`src/rtl/csa_pkg.sv`:
```
// Shared constants and geometry helpers for the pipelined carry-select adder.
package csa_pkg;

    localparam logic OP_ADD = 1'b0;
    localparam logic OP_SUB = 1'b1;

    localparam int MIN_BLK    = 1;
    localparam int MIN_STAGES = 1;

    function automatic int slices_per_stage(input int width, input int blk, input int stages);
        return width / (blk * stages);
    endfunction

    // Legal geometry: WIDTH splits evenly into STAGES groups of whole slices.
    function automatic bit geometry_ok(input int width, input int blk, input int stages);
        if (blk < MIN_BLK || stages < MIN_STAGES)
            return 1'b0;
        return ((width % (blk * stages)) == 0) && (stages <= (width / blk));
    endfunction

endpackage

```
`src/rtl/csa_slice.sv`:
```
// One BLK-bit carry-select slice: both carry-in outcomes are precomputed and
// the incoming carry only drives the final selects. Purely combinational.
module csa_slice
#(
    parameter int BLK = 4
)
(
    input  logic [BLK-1:0] a,
    input  logic [BLK-1:0] b,
    input  logic           cin,
    output logic [BLK-1:0] s,
    output logic           cout
);

    logic [BLK-1:0] s0;
    logic [BLK-1:0] s1;
    logic [BLK:0]   c0;
    logic [BLK:0]   c1;

    always_comb begin
        s0    = '0;
        s1    = '0;
        c0    = '0;
        c1    = '0;
        c0[0] = 1'b0;
        c1[0] = 1'b1;
        for (int i = 0; i < BLK; i++) begin
            s0[i]   = a[i] ^ b[i] ^ c0[i];
            c0[i+1] = (a[i] & b[i]) | (c0[i] & (a[i] ^ b[i]));
            s1[i]   = a[i] ^ b[i] ^ c1[i];
            c1[i+1] = (a[i] & b[i]) | (c1[i] & (a[i] ^ b[i]));
        end
    end

    assign s    = cin ? s1 : s0;
    assign cout = cin ? c1[BLK] : c0[BLK];

endmodule

```
`src/rtl/csa_adder_pipe.sv`:
```
// Pipelined carry-select adder/subtractor with valid/ready handshake.
// Optional build macro CSA_SAT_EN: clamp sum to signed max/min on overflow.
module csa_adder_pipe
    import csa_pkg::*;
#(
    parameter int WIDTH  = 32,
    parameter int BLK    = 4,
    parameter int STAGES = 2
)
(
    input  logic             clk,
    input  logic             rst_n,
    input  logic             in_valid,
    output logic             in_ready,
    input  logic [WIDTH-1:0] a,
    input  logic [WIDTH-1:0] b,
    input  logic             c_in,
    input  logic             sub,
    output logic             out_valid,
    input  logic             out_ready,
    output logic [WIDTH-1:0] sum,
    output logic             c_out,
    output logic             ovf
);

    localparam int  SW      = WIDTH / STAGES;
    localparam int  NSL     = slices_per_stage(WIDTH, BLK, STAGES);
    localparam bit  GEOM_OK = geometry_ok(WIDTH, BLK, STAGES);

    if (!GEOM_OK) begin : g_geom_check
        $error("csa_adder_pipe: WIDTH must be a multiple of BLK*STAGES with STAGES <= WIDTH/BLK");
    end

`ifdef CSA_SAT_EN
    function automatic logic [WIDTH-1:0] sat_clamp(input logic [WIDTH-1:0] raw,
                                                   input logic ovf_i,
                                                   input logic a_msb);
        if (!ovf_i)
            return raw;
        return a_msb ? {1'b1, {(WIDTH-1){1'b0}}} : {1'b0, {(WIDTH-1){1'b1}}};
    endfunction
`endif

    // Each stage register holds {not-yet-added A bits, finished sum bits} in
    // acc_p, the remaining inverted-or-plain B bits, and the carry onward.
    for (genvar k = 0; k < STAGES; k++) begin : stg
        localparam int BW = WIDTH - k * SW;

        logic             v_src;
        logic [WIDTH-1:0] a_src;
        logic [BW-1:0]    b_src;
        logic             c_src;
        logic             en;
        logic             vld_p;
        logic             cy_p;
        logic [WIDTH-1:0] acc_p;
        logic [SW-1:0]    s_stg;
        logic [WIDTH-1:0] acc_nxt;

        // Stage input: operands from the port, or the previous stage register
        if (k == 0) begin : g_src_in
            assign v_src = in_valid;
            assign a_src = a;
            assign b_src = (sub == OP_ADD) ? b : ~b;
            assign c_src = (sub == OP_SUB) ? 1'b1 : c_in;
        end else begin : g_src_prev
            assign v_src = stg[k-1].vld_p;
            assign a_src = stg[k-1].acc_p;
            assign b_src = stg[k-1].g_mid.bhi_p;
            assign c_src = stg[k-1].cy_p;
        end

        for (genvar j = 0; j < NSL; j++) begin : slc
            logic ci;
            logic co;
            if (j == 0) begin : g_c0
                assign ci = c_src;
            end else begin : g_cn
                assign ci = slc[j-1].co;
            end
            csa_slice #(.BLK(BLK)) u_slice (
                .a    (a_src[k*SW + j*BLK +: BLK]),
                .b    (b_src[j*BLK +: BLK]),
                .cin  (ci),
                .s    (s_stg[j*BLK +: BLK]),
                .cout (co)
            );
        end

        always_comb begin
            acc_nxt             = a_src;
            acc_nxt[k*SW +: SW] = s_stg;
        end

        // Stage register: final stage drives the outputs and is fully reset
        if (k == STAGES - 1) begin : g_last
            logic             ovf_nxt;
            logic             ovf_p;
            logic [WIDTH-1:0] sum_nxt;

            assign en      = !vld_p || out_ready;
            // Carry into the MSB is recovered from the MSB sum bit and its operands.
            assign ovf_nxt = slc[NSL-1].co ^ (s_stg[SW-1] ^ a_src[WIDTH-1] ^ b_src[SW-1]);
`ifdef CSA_SAT_EN
            assign sum_nxt = sat_clamp(acc_nxt, ovf_nxt, a_src[WIDTH-1]);
`else
            assign sum_nxt = acc_nxt;
`endif

            always_ff @(posedge clk or negedge rst_n) begin
                if (!rst_n) begin
                    vld_p <= 1'b0;
                    acc_p <= '0;
                    cy_p  <= 1'b0;
                    ovf_p <= 1'b0;
                end else if (en) begin
                    vld_p <= v_src;
                    acc_p <= sum_nxt;
                    cy_p  <= slc[NSL-1].co;
                    ovf_p <= ovf_nxt;
                end
            end
        end else begin : g_mid
            logic [BW-SW-1:0] bhi_p;

            assign en = !vld_p || stg[k+1].en;

            always_ff @(posedge clk or negedge rst_n) begin
                if (!rst_n)
                    vld_p <= 1'b0;
                else if (en)
                    vld_p <= v_src;
            end

            always_ff @(posedge clk) begin
                if (en) begin
                    acc_p <= acc_nxt;
                    cy_p  <= slc[NSL-1].co;
                    bhi_p <= b_src[BW-1:SW];
                end
            end
        end
    end

    assign in_ready  = stg[0].en;
    assign out_valid = stg[STAGES-1].vld_p;
    assign sum       = stg[STAGES-1].acc_p;
    assign c_out     = stg[STAGES-1].cy_p;
    assign ovf       = stg[STAGES-1].g_last.ovf_p;

endmodule

```
`config.mk`:
```
export PLATFORM = sky130hd
export DESIGN_NAME = csa_adder_pipe
export DESIGN_NICKNAME = d
export VERILOG_FILES = /design/src/rtl/csa_pkg.sv /design/src/rtl/csa_slice.sv /design/src/rtl/csa_adder_pipe.sv
export SDC_FILE = /design/constraint.sdc
export NUM_CORES = 1
export LEC_CHECK = 0
export ABC_AREA = 1
export BUFFER_PORTS_ARGS = -buffer_cell sky130_fd_sc_hd__buf_4
export CAP_MARGIN = 20
export CORE_MARGIN = 2
export CORE_UTILIZATION = 53
export DETAILED_ROUTE_END_ITERATION = 10
export PLACE_DENSITY = 0.8
export SYNTH_ARGS = -nofsm -noshare
export SYNTH_HDL_FRONTEND = slang
export SYNTH_SLANG_ARGS = --single-unit
export TNS_END_PERCENT = 10
```
`constraint.sdc`:
```
create_clock -name clk -period 8.17 [get_ports clk]
set_input_delay 0.817 -clock clk [delete_from_list [all_inputs] [get_ports clk]]
set_output_delay 0.817 -clock clk [all_outputs]
set_load 0.01 [all_outputs]
```
## Word-level counts from Yosys, hierarchy flattened

Index checks and enable logic that the tools add are counted.

| word-level totals | value |
|---|---|
| word-level logic and storage cells | 258 |
| output and inout bits | 36 |
| bits in registers | 85 |
| input bits | 70 |

| operators by class | value |
|---|---|
| multiplexer cells | 18 |
| reductions and logical operators | 4 |
| bitwise operators | 228 |

Operator list:

| operator | number |
|---|---|
| bitwise XOR 1 bit | 83 |
| AND 1 bit | 80 |
| OR 1 bit | 56 |
| 2-to-1 mux 32 bit | 1 |
| 2-to-1 mux 4 bit | 8 |
| inverter 32 bit | 1 |
| 2-to-1 mux 1 bit | 9 |
| inverter 1 bit | 8 |
| logical NOT 1 bit | 2 |
| logical OR 1 bit | 2 |

## Logic depth before layout (Yosys ltp)

| logic depth | value |
|---|---|
| word-level depth | 15 |
| gate-level depth with buffers | 29 |
| gate-level depth less buffers | 29 |

## Cells and area by module

Synthesis repeated with hierarchy kept, for this count alone.

| second synthesis, totals | value |
|---|---|
| cells, all modules | 438 |
| area, all modules | 4468.0 sq um |

Modules (own cells, without submodules):

| module | area an instance (sq um) | sequential area each (sq um) | cells each | instances |
|---|---|---|---|---|
| csa_adder_pipe | 3236.9 | 2372.3 | 254 | 1 |
| csa_slice | 153.9 | 0.0 | 23 | 8 |

## Worst setup path after synthesis

OpenSTA, ideal clock, no wires.

| timing path | value |
|---|---|
| path kind | input port to flip-flop |
| start point | input port sub |
| end point | register stg[0].acc_p[15] (data pin) |
| setup time | 269 ps |
| arrival time | 6323 ps |
| data required time | 7901 ps |
| stages on the path | 25 |
| buffers on the path | 2 |
| path slack | 1578 ps |
| path through | buf_4 -> buf_6 -> xnor2_2 -> ha_1 -> nor2_1 -> a21oi_1 -> fa_1 -> fa_1 -> inv_1 -> fa_1 -> o21ai_0 -> fa_1 -> fa_1 -> inv_1 -> fa_1 -> o21ai_0 -> fa_1 -> fa_1 -> fa_1 -> nor2_1 -> a21oi_1 -> fa_1 -> fa_1 -> inv_1 -> fa_1 |

| between the ends | value |
|---|---|
| word-level cells in the longest chain between the ends | 13 |
| elaborated cells between the ends (all ways) | 87 |
| those cells by class | 6 x mux; 81 x bitwise |

RTL lines:

| what | line | source |
|---|---|---|
| start, declared | csa_adder_pipe.sv:18 | `input logic sub,` |
| 2-to-1 mux 32 bit | csa_adder_pipe.sv:64 | `assign b_src = (sub == OP_ADD) ? b : ~b;` |
| AND 1 bit / bitwise XOR 1 bit (equally long branches) | n/a |  |
| OR 1 bit | csa_slice.sv:31 | `c1[i+1] = (a[i] & b[i]) \| (c1[i] & (a[i] ^ b[i]));` |
| AND 1 bit | csa_slice.sv:31 |  |
| OR 1 bit | csa_slice.sv:31 |  |
| AND 1 bit | csa_slice.sv:31 |  |
| OR 1 bit | csa_slice.sv:31 |  |
| AND 1 bit | csa_slice.sv:31 |  |
| OR 1 bit | csa_slice.sv:31 |  |
| 2-to-1 mux 1 bit (3 in a row) | csa_slice.sv:36 | `assign cout = cin ? c1[BLK] : c0[BLK];` |
| 2-to-1 mux 4 bit * | csa_slice.sv:35 | `assign s = cin ? s1 : s0;` |
| via stg[0].acc_nxt[15] | csa_adder_pipe.sv:58 | `logic [WIDTH-1:0] acc_nxt;` |
| end signal, assigned | csa_adder_pipe.sv:137 | `acc_p <= acc_nxt;` |
| end, declared | csa_adder_pipe.sv:56 | `logic [WIDTH-1:0] acc_p;` |

Mark *: on every way through the listed nets, which the timed path passes. The rest lies on a longest branch.
A chain may end at the register's enable or synchronous reset.

## Worst setup path in the final report

Same ends and word-level chain as after synthesis.

==> metrics.md <==
| Metric | Value |
|---|---|
| Post-route antenna net violation count | `0` |
| Min cycle time layout | `6.74 ns` |
| Fin crit share | `82.5%` |
| Port Buffers | `105` |
| I/O pin count | `106` |
| Maximum vdd drop | `0.0856 mV` |
| Crit. End Element | `flip-flop` |
| Global-route usage over all layers | `19.1%` |
| Combinational power share | `26.2%` |
| CP most frequent cell | `fa_1` |
| Die width | `93.4 um` |
| PwrDens | `237 nW/um^2` |
| Row count | `32` |
| Synth area leader | `edfxtp_1` |
| DR vias/cell | `4.65` |
| Sequential Power Share | `48.3%` |
| Final net count | `572` |
| Crit start category | `input pin` |
| Max incr delay on CP | `0.44 ns` |
| P_sw | `0.360 mW` |
| First-pass GRT wire length | `12.5 mm` |
| Final Max Tran Viols | `0` |
| Mean Syn Cell Area | `11.9 um^2` |
| RSZ-0062 raised after global routing | `false` |
| WS Path Type | `input pin to flip-flop` |
| FMAX | `0.148 GHz` |
| Status | `complete, no violations` |
| Pre-antenna DRT Iters | `4` |
| Placed Cells | `552` |
| Synth-to-layout area growth | `25.0%` |
| CTS buffer count | `9` |
| Fin cells | `569` |
| Die height | `93.4 um` |
| Initial drt markers | `63` |
| Vias | `2646` |
| Data arrival, critical path | `6.83 ns` |
| MaxCap Viol Count | `0` |
| Setup violators final | `0` |
| Setup TNS | `0 ns` |
| Cells after Synth | `355` |
| Post-CTS sizing | `0` |
| Power share of the clock group | `25.5%` |
| # clock sinks | `85` |
| Register area | `2370 um^2` |
| Max H-tree Level | `3` |
| Final hold vios | `0` |
| Largest net degree at the start of global routing | `52` |
| Avg WL per Cell | `13.5 um` |
| Slew @ Worst Pin | `0.611 ns` |
| ANT cells | `0` |
| Worst-path cell chain | `buf_4, xnor2_2, ha_1, nor2_1, a21oi_1, fa_1, fa_1, inv_1, fa_1, o21ai_0, fa_1, fa_1, inv_1, fa_1, o21ai_0, fa_1, fa_1, fa_1, nor2_1, a21oi_1, fa_1, fa_1, inv_1, fa_1` |
| Mapped Nets | `465` |
| Min-delay worst type | `input pin to async pin` |
| Synth Cell Area | `4230 um^2` |
| Largest cells by area after synthesis | `edfxtp_1 35%, dfrtp_1 21%, fa_1 11%, nand2_1 8.8%, ha_1 4.7%` |
| CTS tree | `yes` |
| Routability congestion estimate | `0.806` |
| Hpwl dp | `5.68 mm` |
| Multi-input gate area | `1570 um^2` |
| WL final | `7.69 mm` |
| Internal power | `0.894 mW` |
| Total Die Area | `8720 um^2` |
| Yosys cell types | `19` |
| Sequential area share after synthesis | `56.1%` |
| Bufs on Longest Clock Path | `2` |
| Leak | `2.60 nW` |
| CP required | `8.27 ns` |
| Antenna violations before repair | `0` |
| Grt ovf | `0` |
| Number of global-route vias before repair | `2797` |
| Filler instances | `561` |
| Clock skew | `0.0108 ns` |
| Initial Utilization | `54.8%` |
| Clock Latency Late Sink | `0.35 ns` |
| Slowest library cell on the worst path | `buf_4` |
| Synth Register Bits | `85` |
| Warnings, synthesis | `0` |
| CORE AREA | `7730 um^2` |
| Max_slew headroom | `59.3%` |
| Top cell type's share of synthesized area | `34.8%` |
| Sw Share | `28.7%` |
| Cts hold-fix bufs | `0` |
| Worst-path clk slew | `0.09 ns` |
| CTS root buf | `clkbuf_8` |
| Share of cells above drive strength 1 | `27.0%` |
| Drc violations | `0` |
| Post-CTS setup buffer count | `0` |
| Crit path max fanout | `33` |
through the flow:
stage          cell area [um^2]  utilization (%)  total power [mW]  setup slack (ns)  hold WS (ns)
6_report                   5290             68.5              1.25              1.43         0.419
3_5_place_dp               5060             65.4             0.948              1.03         0.425
2_1_floorplan              4230                -             0.788              1.58         0.418
5_1_grt                    5290             68.5              1.33             0.966         0.458
4_1_cts                    5270             68.2              1.26              1.42         0.429
3_3_place_gp               5060             65.4             0.925              1.20         0.421
synthesized netlist by cell type:
cell type   n
nand3_1     1
nor2_1      8
dfrtp_1    36
buf_6       5
xor2_1     22
nor2_8      1
nand2_1    99
o21ai_1     4
edfxtp_1   49
ha_1       16
inv_1      52
xnor2_2     2
o21ai_0     8
inv_4       1
buf_4       5
a21oi_1     5
or2_2       1
fa_1       24
xnor2_1    16
cells in the final DEF, fill, tap and decap left out:
| cell type | count |
|---|---|
| buf_12 | 1 |
| o21ai_0 | 8 |
| xnor2_2 | 2 |
| a21oi_1 | 5 |
| nand2_1 | 98 |
| nor2_8 | 1 |
| or2_2 | 1 |
| inv_1 | 52 |
| inv_4 | 1 |
| dfrtp_1 | 36 |
| clkinvlp_4 | 2 |
| clkbuf_1 | 1 |
| o21ai_1 | 4 |
| ha_1 | 16 |
| nand2_2 | 1 |
| fa_1 | 24 |
| nand3_1 | 1 |
| xor2_1 | 22 |
| clkbuf_8 | 9 |
| edfxtp_1 | 49 |
| buf_4 | 105 |
| nor2_1 | 8 |
| xnor2_1 | 16 |
| bufinv_16 | 2 |
| clkinv_4 | 1 |
| clkinv_1 | 1 |
cell type report:
class	instances	share of cell area (%)
clock inverters	6	1.66
flip-flops and latches	85	44.8
well taps	102	2.41
inverters	53	3.81
clock buffers	10	2.41
multi-input cells	207	29.6
repair buffers	106	15.3
layer usage:
metal	routed length (um)	track usage (%)	vias up
met5	0	0	-
met4	171	9.56	0
met3	386	3.38	14
met2	4180	34.9	75
met1	2950	21.2	1255
li1	-	-	1302
critical path, delay by kind of cell:
family	cells	cell delay, ns
xor gates and xnor gates	1	0.15
AOI/OAI and AO/OA	4	0.37
adders and majority gates	13	4.59
buffers and inverters	4	0.68
and+or+nand+nor	2	0.21
sequential cells by signal, summed over array words and instances (netlist names):
signal,cells
stg.cy_p,1
sum,32
out_valid,1
stg.vld_p,1
c_out,1
ovf,1
stg.g_mid.bhi_p,16
stg.acc_p,32
final timing paths:
kind,startpoint,depth (start not counted),slack (ns),endpoint
min in group clk,stg[0].acc_p[8]$_DFFE_PP_,2,0.44,sum[8]$_DFFE_PN0P_
min reg2reg,stg[0].acc_p[8]$_DFFE_PP_,2,0.44,sum[8]$_DFFE_PN0P_
max in group asynchronous,rst_n,1,7.40,sum[26]$_DFFE_PN0P_
max,sub,24,1.43,stg[0].acc_p[15]$_DFFE_PP_
max reg2reg,stg[0].acc_p[16]$_DFFE_PP_,27,1.55,ovf$_DFFE_PN0P_
min,rst_n,1,0.42,ovf$_DFFE_PN0P_
power groups by stage:
| stage | Clock [mW] | Combinational [mW] | Sequential [mW] |
|---|---|---|---|
| 3_5_place_dp | 0 | 0.333 | 0.616 |
| 4_1_cts | 0.322 | 0.333 | 0.607 |
| 3_3_place_gp | 0 | 0.316 | 0.610 |
| 2_1_floorplan | 0 | 0.156 | 0.632 |
| 5_1_grt | 0.341 | 0.374 | 0.616 |
| 6_report | 0.320 | 0.329 | 0.605 |
cells by family (layout without fill, tap and decap cells):
kind of cell             Yosys count  count (layout)  share of synthesized area, %
flip-flops                        85              85                          56.1
buffers and inverters             63             175                          6.98
AO/OA/AOI/OAI                     17              17                          2.01
AND/OR/NAND/NOR                  110             110                          10.2
adder cells (fa/ha/maj)           40              40                          16.1
XOR/XNOR                          40              40                          8.63
(Power assumes the default switching activity.)
